**src/rtl/add_seq_pkg.sv**
```systemverilog
// Shared types and helpers for the chunked wide-add sequencer.
package add_seq_pkg;

   typedef enum logic [1:0] {
      IDLE = 2'd0,
      RUN  = 2'd1,
      DONE = 2'd2
   } state_e;

   // Width of the chunk index register; never narrower than one bit.
   function automatic int idx_w(input int words);
      return (words > 1) ? $clog2(words) : 1;
   endfunction

   // Bit offset of chunk 'idx' inside a wide operand of 'width'-bit chunks.
   function automatic int chunk_lo(input int idx, input int width);
      return idx * width;
   endfunction

endpackage

```
**src/rtl/wide_add_sequencer_rca.sv**
```systemverilog
// Narrow combinational adder: VALENCY-bit blocks chained by a ripple carry.
module wide_add_sequencer_rca #(
   parameter int WIDTH   = 16,
   parameter int VALENCY = 2
) (
   input  logic [WIDTH-1:0] a,
   input  logic [WIDTH-1:0] b,
   input  logic             cin,
   output logic [WIDTH-1:0] sum,
   output logic             cout
);

   localparam int GROUP = (VALENCY < 1) ? 1 : VALENCY;
   localparam int NG    = (WIDTH + GROUP - 1) / GROUP;
   localparam int PW    = NG * GROUP;

   logic [PW-1:0] a_pad;
   logic [PW-1:0] b_pad;
   logic [PW-1:0] sum_pad;
   logic          carry;

   assign a_pad = PW'(a);
   assign b_pad = PW'(b);

   // Ripple the carry through each VALENCY-bit block, LSB block first.
   always_comb begin
      carry   = cin;
      sum_pad = '0;
      for (int g = 0; g < NG; g++) begin
         {carry, sum_pad[g*GROUP +: GROUP]} = {1'b0, a_pad[g*GROUP +: GROUP]}
                                            + {1'b0, b_pad[g*GROUP +: GROUP]}
                                            + (GROUP+1)'(carry);
      end
   end

   assign sum = sum_pad[WIDTH-1:0];

   // A partial top block leaves its carry in the first zero-padded bit.
   if (PW == WIDTH) begin : g_exact
      assign cout = carry;
   end else begin : g_padded
      assign cout = sum_pad[WIDTH];
   end

endmodule

```
**src/rtl/wide_add_sequencer.sv**
```systemverilog
// Adds two WORDS*WIDTH-bit operands one WIDTH-bit chunk per cycle through a
// single narrow adder, then holds the wide sum on a valid/ready output.
module wide_add_sequencer
   import add_seq_pkg::*;
#(
   parameter int WIDTH   = 16,
   parameter int VALENCY = 2,
   parameter int WORDS   = 4
) (
   input  logic                   clk,
   input  logic                   rst,
   input  logic                   in_valid,
   output logic                   in_ready,
   input  logic [WORDS*WIDTH-1:0] in_a,
   input  logic [WORDS*WIDTH-1:0] in_b,
   input  logic                   in_cin,
   output logic                   out_valid,
   input  logic                   out_ready,
   output logic [WORDS*WIDTH-1:0] out_sum,
   output logic                   out_cout,
   output logic                   busy
);

   localparam int              N        = WORDS * WIDTH;
   localparam int              IW       = idx_w(WORDS);
   localparam logic [IW-1:0]   LAST_IDX = IW'(WORDS - 1);

   state_e         state_q,  state_d;
   logic [IW-1:0]  idx_q,    idx_d;
   logic           carry_q,  carry_d;
   logic [N-1:0]   op_a_q,   op_a_d;
   logic [N-1:0]   op_b_q,   op_b_d;
   logic [N-1:0]   result_q, result_d;
   logic           cout_q,   cout_d;

   logic [WIDTH-1:0] chunk_a;
   logic [WIDTH-1:0] chunk_b;
   logic [WIDTH-1:0] chunk_s;
   logic             chunk_cout;

   assign chunk_a = op_a_q[chunk_lo(int'(idx_q), WIDTH) +: WIDTH];
   assign chunk_b = op_b_q[chunk_lo(int'(idx_q), WIDTH) +: WIDTH];

   wide_add_sequencer_rca #(
      .WIDTH   (WIDTH),
      .VALENCY (VALENCY)
   ) u_rca (
      .a    (chunk_a),
      .b    (chunk_b),
      .cin  (carry_q),
      .sum  (chunk_s),
      .cout (chunk_cout)
   );

   assign in_ready  = (state_q == IDLE) && !rst;
   assign out_valid = (state_q == DONE);
   assign busy      = (state_q != IDLE);
   assign out_sum   = result_q;
   assign out_cout  = cout_q;

   // Next-state: accept in IDLE, one chunk per RUN cycle, hold in DONE until taken.
   always_comb begin
      state_d  = state_q;
      idx_d    = idx_q;
      carry_d  = carry_q;
      op_a_d   = op_a_q;
      op_b_d   = op_b_q;
      result_d = result_q;
      cout_d   = cout_q;
      case (state_q)
         IDLE: begin
            if (in_valid && in_ready) begin
               op_a_d  = in_a;
               op_b_d  = in_b;
               carry_d = in_cin;
               idx_d   = '0;
               state_d = RUN;
            end
         end
         RUN: begin
            result_d[chunk_lo(int'(idx_q), WIDTH) +: WIDTH] = chunk_s;
            carry_d = chunk_cout;
            if (idx_q == LAST_IDX) begin
               cout_d  = chunk_cout;
               idx_d   = '0;
               state_d = DONE;
            end else begin
               idx_d = idx_q + IW'(1);
            end
         end
         DONE: begin
            if (out_ready) begin
               state_d = IDLE;
            end
         end
         default: begin
            state_d = IDLE;
         end
      endcase
   end

   // State and datapath registers; reset discards any operation in flight.
   always_ff @(posedge clk) begin
      if (rst) begin
         state_q  <= IDLE;
         idx_q    <= '0;
         carry_q  <= 1'b0;
         op_a_q   <= '0;
         op_b_q   <= '0;
         result_q <= '0;
         cout_q   <= 1'b0;
      end else begin
         state_q  <= state_d;
         idx_q    <= idx_d;
         carry_q  <= carry_d;
         op_a_q   <= op_a_d;
         op_b_q   <= op_b_d;
         result_q <= result_d;
         cout_q   <= cout_d;
      end
   end

endmodule
```
**config.mk**
```make
export PLATFORM = sky130hd
export DESIGN_NAME = wide_add_sequencer
export DESIGN_NICKNAME = d
export VERILOG_FILES = /design/src/rtl/add_seq_pkg.sv /design/src/rtl/wide_add_sequencer_rca.sv /design/src/rtl/wide_add_sequencer.sv
export SDC_FILE = /design/constraint.sdc
export NUM_CORES = 1
export LEC_CHECK = 0
export ABC_AREA = 1
export BUFFER_PORTS_ARGS = -buffer_cell sky130_fd_sc_hd__buf_2
export CORE_AREA = 8 8 148 150
export DETAILED_ROUTE_END_ITERATION = 16
export DIE_AREA = 0 0 156 158
export PLACE_DENSITY = 0.72
export RECOVER_POWER = 50
export SLEW_MARGIN = 20
export SYNTH_ARGS = -nofsm -noshare
export SYNTH_HDL_FRONTEND = slang
export SYNTH_SLANG_ARGS = --single-unit
```
**constraint.sdc**
```tcl
create_clock -name clk -period 9.7 [get_ports clk]
set_input_delay 0.97 -clock clk [delete_from_list [all_inputs] [get_ports clk]]
set_output_delay 0.97 -clock clk [all_outputs]
set_load 0.1 [all_outputs]
```
### Word level (Yosys, flattened, before mapping)

Index checks and enable logic that the tools add are counted.

| word-level totals | value |
|---|---|
| memories | 0 |
| word-level logic and storage cells | 55 |
| bits in latches | 0 |
| register bits after elaboration | 198 |
| bits in read-only memories | 0 |
| bits of input ports | 133 |
| output and inout port bits | 68 |
| bits in writable memories | 0 |

| cells by class | value |
|---|---|
| multiply operators | 0 |
| reduce and logical (&&, ||, !) cells | 10 |
| bitwise gates (word level) | 0 |
| shift-type cells | 4 |
| add/sub/neg operators | 18 |
| divide/modulo/power cells | 0 |
| mux-type cells | 10 |
| equal/unequal tests | 6 |
| order comparisons | 0 |

Operators by type and width:

| cell | count |
|---|---|
| indexed part select 64 x 7 -> 16 bit | 2 |
| bitwise mux 64 bit | 1 |
| variable shift 16 x 33 -> 64 bit (first input constant) | 1 |
| indexed part select 16 x 33 -> 64 bit | 1 |
| negator 6 -> 33 bit | 1 |
| adder 2 x 2 -> 3 bit | 8 |
| adder 3 x 1 -> 3 bit | 8 |
| 2-to-1 mux 2 bit | 5 |
| one-hot mux 2 bit (3 select lines) | 1 |
| AND reduction 2 bit | 3 |
| equality test 2 bit (second input constant) | 2 |
| inequality test 2 x 1 -> 1 bit (second input constant) | 2 |
| one-hot mux 2 bit (2 select lines) | 1 |
| nonzero test 2 bit | 2 |
| AND reduction 3 bit | 1 |
| adder 2 x 1 -> 2 bit (second input constant) | 1 |
| equality test 2 x 1 -> 1 bit (second input constant) | 1 |
| logical AND 1 bit | 2 |
| logical NOT 2 bit | 1 |
| inequality test 2 bit (second input constant) | 1 |
| one-hot mux 1 bit (2 select lines) | 1 |
| logical NOT 1 bit | 1 |
| 2-to-1 mux 1 bit | 1 |

### Depth between registers and ports, before layout

| depth | value |
|---|---|
| word-level depth | 12 |
| mapped depth | 27 |
| gate-level depth less buffers | 25 |

### Hierarchy

From an unflattened synthesis, not the netlist that was laid out.

| second synthesis, totals | value |
|---|---|
| cells, all modules | 1161 |
| area total of the unflattened synthesis | 8759.7 µm² |

By module, submodules not included:

| module | seq. area each (µm²) | area each (µm²) | instances | cells each |
|---|---|---|---|---|
| wide_add_sequencer | 3963.8 | 8401.8 | 1 | 1135 |
| wide_add_sequencer_rca | 0.0 | 357.8 | 1 | 26 |

### Worst setup path before layout

No wires, ideal clock.

| timing | value |
|---|---|
| path kind | reg2reg |
| from | register idx_q[0] |
| to | register result_q[31], in the netlist out_sum[31] |
| clock period less this slack | 7.966 ns |
| buffers on the path | 2 |
| cell stages (with the launch flop) | 28 |
| path slack | 1.734 ns |
| data arrival time | 7.834 ns |
| library setup time | 0.132 ns |
| required time | 9.568 ns |
| cells stage by stage | dfxtp_1 buf_2 inv_2 clkbuf_1 o21ai_0 o22ai_1 fa_1 inv_1 fa_1 fa_1 fa_1 fa_1 fa_1 fa_1 fa_1 fa_1 fa_1 fa_1 fa_1 fa_1 fa_1 fa_1 inv_1 fa_1 nand2_1 nor2_1 nand2_1 a21oi_1 |

| between the ends | value |
|---|---|
| cells in the longest elaborated chain, start to end | 12 |
| elaborated cells between the ends (all ways) | 22 |
| those cells by class | add/sub (17); shift (4); mux (1) |

RTL lines:

| what | line | RTL |
|---|---|---|
| start, declared | wide_add_sequencer.sv:29 | `logic [IW-1:0] idx_q, idx_d;` |
| start signal, assigned | wide_add_sequencer.sv:114 | `idx_q <= idx_d;` |
| indexed part select 64 x 7 -> 16 bit (on tied branches) | wide_add_sequencer.sv:41, wide_add_sequencer.sv:42 |  |
| adder 2 x 2 -> 3 bit | wide_add_sequencer_rca.sv:31 | `+ {1'b0, b_pad[g*GROUP +: GROUP]}` |
| adder 3 x 1 -> 3 bit (8 in a row) | wide_add_sequencer_rca.sv:32 | `+ (GROUP+1)'(carry);` |
| indexed part select 16 x 33 -> 64 bit | wide_add_sequencer.sv:81 | `result_d[chunk_lo(int'(idx_q), WIDTH) +: WIDTH] = chunk_s;` |
| bitwise mux 64 bit (*) | wide_add_sequencer.sv:81 |  |
| end signal, assigned | wide_add_sequencer.sv:118 | `result_q <= result_d;` |
| end, declared | wide_add_sequencer.sv:33 | `logic [N-1:0] result_q, result_d;` |

Every way passes the cells marked *; elsewhere a longest branch is shown, timed or not.
A chain may end at the register's enable or synchronous reset.

### Worst setup path in the final report

Same ends and word-level chain as after synthesis.

==> results_dict.tcl <==
set metrics [dict create \
    synth.area.top_cells "dfxtp_1, nand3_1, nand2_1, nor2_1, o21ai_0" \
    post-route-min-period_ns 8.850 \
    fin_cells 1560 \
    nets 1434 \
    postCtsSetupRepairBufs 0 \
    hold_buffers 0 \
    start_kind "register" \
    io_pins 201 \
    clk_latency_ns 0.43 \
    yosysSeqAreaShare 0.4564 \
    synth_top_cell_area_share 0.4564 \
    ys_warn_count 0 \
    die_w_um 156 \
    area_delta_synth_final_pct 17.44 \
    setup_viol 0 \
    post_cts_resized 0 \
    yosys_most_used_dff "dfxtp_1" \
    wl_met3_mm 2.336 \
    pwr-share-comb 0.186 \
    fill_cells 1951 \
    start_util 0.4406 \
    worstPathRequired_ns 9.87 \
    htreeDepth 4 \
    maxCapViolCount 4 \
    cts_buffers 17 \
    final-hold-violation-count 0 \
    ant_nets 0 \
    gp_congestion 0.8802 \
    ys_ff_latch 198 \
    final_max_slew_viol_count 257 \
    cts_tree "built" \
    place.port_buffers 200 \
    grt_pass1_wl_mm 42.92 \
    p_leak_nw 4.324 \
    finalClockSkew_ns 0.01456 \
    grt_usage 0.2229 \
    cts.sinks 198 \
    core_region_area_um2 19710 \
    synth_cells 1149 \
    yosys.area.top_type "dfxtp_1" \
    dr.pass1.iters 5 \
    arrival_ns 9.02 \
    crit_fanout 40 \
    drc 0 \
    drt_iter0_drc 754 \
    power.switching_w 0.0005948 \
    min_path_type "reg2reg" \
    power_frac_seq 0.447 \
    failed_checks "max-capacitance violations, max-slew violations" \
    wl_met2_mm 12.46 \
    fp.dieArea_um2 24650 \
    drt-total-wl_mm 28.08 \
    status "complete, but fails checks" \
    dpl.hpwl_mm 20.40 \
    grt_max_degree 79 \
    synth_area_um2 8686 \
    tightest_slew_ns 2.855 \
    setup-tns-final_ns 0 \
    vias 8453 \
    ir_drop_mv 0.1227 \
    grt_pass1_vias 8016 \
    power.density_nw_per_um2 195.8 \
    critPathKind "reg2reg" \
    synth_edf_count 0 \
    insertedDiodeCount 0 \
    wl_met1_mm 12.44 \
    synth.distinct_cells 27 \
    p_sw_frac 0.2978 \
    post_drt_wl_per_cell_um 18.00 \
    timing.fmax_mhz 113.0 \
    drive_gt1_frac 0.1411 \
    via_per_inst 5.419 \
    p_int_w 0.001402 \
    path_clk_slew_ns 0.07 \
    async_reset_ff_frac 0 \
    crit_path_end_kind "register" \
    cts_buffer_depth 2 \
    dp_cells 1530 \
    power_frac_clock 0.367 \
    synth_fp_nets 1304 \
    routed.top_layer "met5" \
    antenna_found_initial 1 \
    die_h_um 158 \
    rows 52 \
    synth_area_per_cell_um2 7.559 \
    rsz0062_at_grt "false" \
    slew_headroom -0.9030 \
    cts-root-buf "clkbuf_16" \
    grt-ovfl-total 0 \
    fin_crit_sh 0.9124 \
]
-- cells by family after synthesis --
family | after synthesis | share of synthesized area
adder cells (fa/ha/maj) | 22 | 0.04552
AND/OR/NAND/NOR | 639 | 0.3279
buffers and inverters | 116 | 0.05733
flip-flops | 198 | 0.4564
AO/OA/AOI/OAI | 174 | 0.1129
-- power groups by stage --
stage          clock network, W  logic (W)  registers, W
2_1_floorplan                 0   0.000207      0.000934
3_3_place_gp                  0   0.000362      0.000911
3_5_place_dp                  0   0.000367      0.000910
4_1_cts                0.000741   0.000368      0.000892
5_1_grt                0.000774   0.000398      0.000898
6_report               0.000733   0.000371      0.000893
-- metal layers --
metal	GRT usage	up-vias
met1	0.2946	3900
met2	0.3403	338
met5	0	-
met3	0.05460	56
li1	-	4157
met4	0.09612	2
-- flip-flops by register name, indices dropped and copies added (netlist names) --
signal	cells
op_b_q	64
state_q	2
idx_q	2
out_cout	1
op_a_q	64
out_sum	64
carry_q	1
-- stage by stage --
step           total power (W)  utilization  area [um^2]  setup WS [ns]  hold slack, ns
3_5_place_dp          0.001277       0.4920         9699          1.295          0.4519
5_1_grt               0.002070       0.5175        10200         0.5038          0.4790
4_1_cts               0.002001       0.5230        10310          1.258          0.4628
6_report              0.001997       0.5175        10200         0.8501          0.4620
2_1_floorplan         0.001141            -         8686          1.734          0.4447
3_3_place_gp          0.001273       0.4920         9699          1.395          0.4484
-- cell type report --
class / count / area, um^2 / share of cell area
clock buffer: 20 / 466.7 / 0.04575
clock inverter: 10 / 145.1 / 0.01423
inverter: 15 / 57.56 / 0.005642
multi-input combinational: 835 / 4232 / 0.4148
sequential: 198 / 3964 / 0.3886
tap: 270 / 337.8 / 0.03312
timing repair buffer: 212 / 998.5 / 0.09788
-- placed cells by master (no fill, tap or decap), drive strengths merged --
cell      instances
buf             142
ha                6
dfxtp           198
o22a             28
nand3           265
o22ai             4
a21oi            70
clkinv            3
nand3b            7
clkbuf           90
nor3             16
nand2           232
inv              16
nand4            14
bufinv            3
nor2            105
clkinvlp          3
fa               16
o21ai            72
-- critical path: stages, from the launching register on --
cell and delay [ns]:
dfxtp_1 0.32, inv_1 0.83, o21ai_0 0.23, o22ai_1 0.22, fa_1 0.21, inv_1 0.05, fa_1 0.38, fa_1 0.39
fa_1 0.39, fa_1 0.40, fa_1 0.43, fa_1 0.47, fa_1 0.46, fa_1 0.47, fa_1 0.49, fa_1 0.45
fa_1 0.41, fa_1 0.40, fa_1 0.41, fa_1 0.38, inv_1 0.07, fa_1 0.43, nand2_1 0.11, nor2_1 0.07
nand2_1 0.08, a21oi_1 0.07
-- synthesized netlist by cell type (2+ instances only) --
cell type    n
a21oi_1     70
buf_1        9
buf_2       41
clkbuf_1    49
dfxtp_1    198
fa_1        16
ha_1         6
inv_1       11
inv_2        3
nand2_1    231
nand3_1    264
nand3b_1     7
nand4_1     14
nor2_1     102
nor2_2       2
nor3_1      14
o21ai_0     72
o22a_1      28
o22ai_1      4
-- final timing paths --
path	start	to	slack, ns	cells after the start
worst max register to register	idx_q[0]$_SDFFE_PP0P_	out_sum[31]$_SDFFE_PP0P_	0.85	25
worst max-delay path	idx_q[0]$_SDFFE_PP0P_	out_sum[31]$_SDFFE_PP0P_	0.85	25
worst min register to register	out_sum[41]$_SDFFE_PP0P_	out_sum[41]$_SDFFE_PP0P_	0.46	2
worst min-delay path	out_sum[41]$_SDFFE_PP0P_	out_sum[41]$_SDFFE_PP0P_	0.46	2
Note: power is estimated with default switching activity, not from simulation.
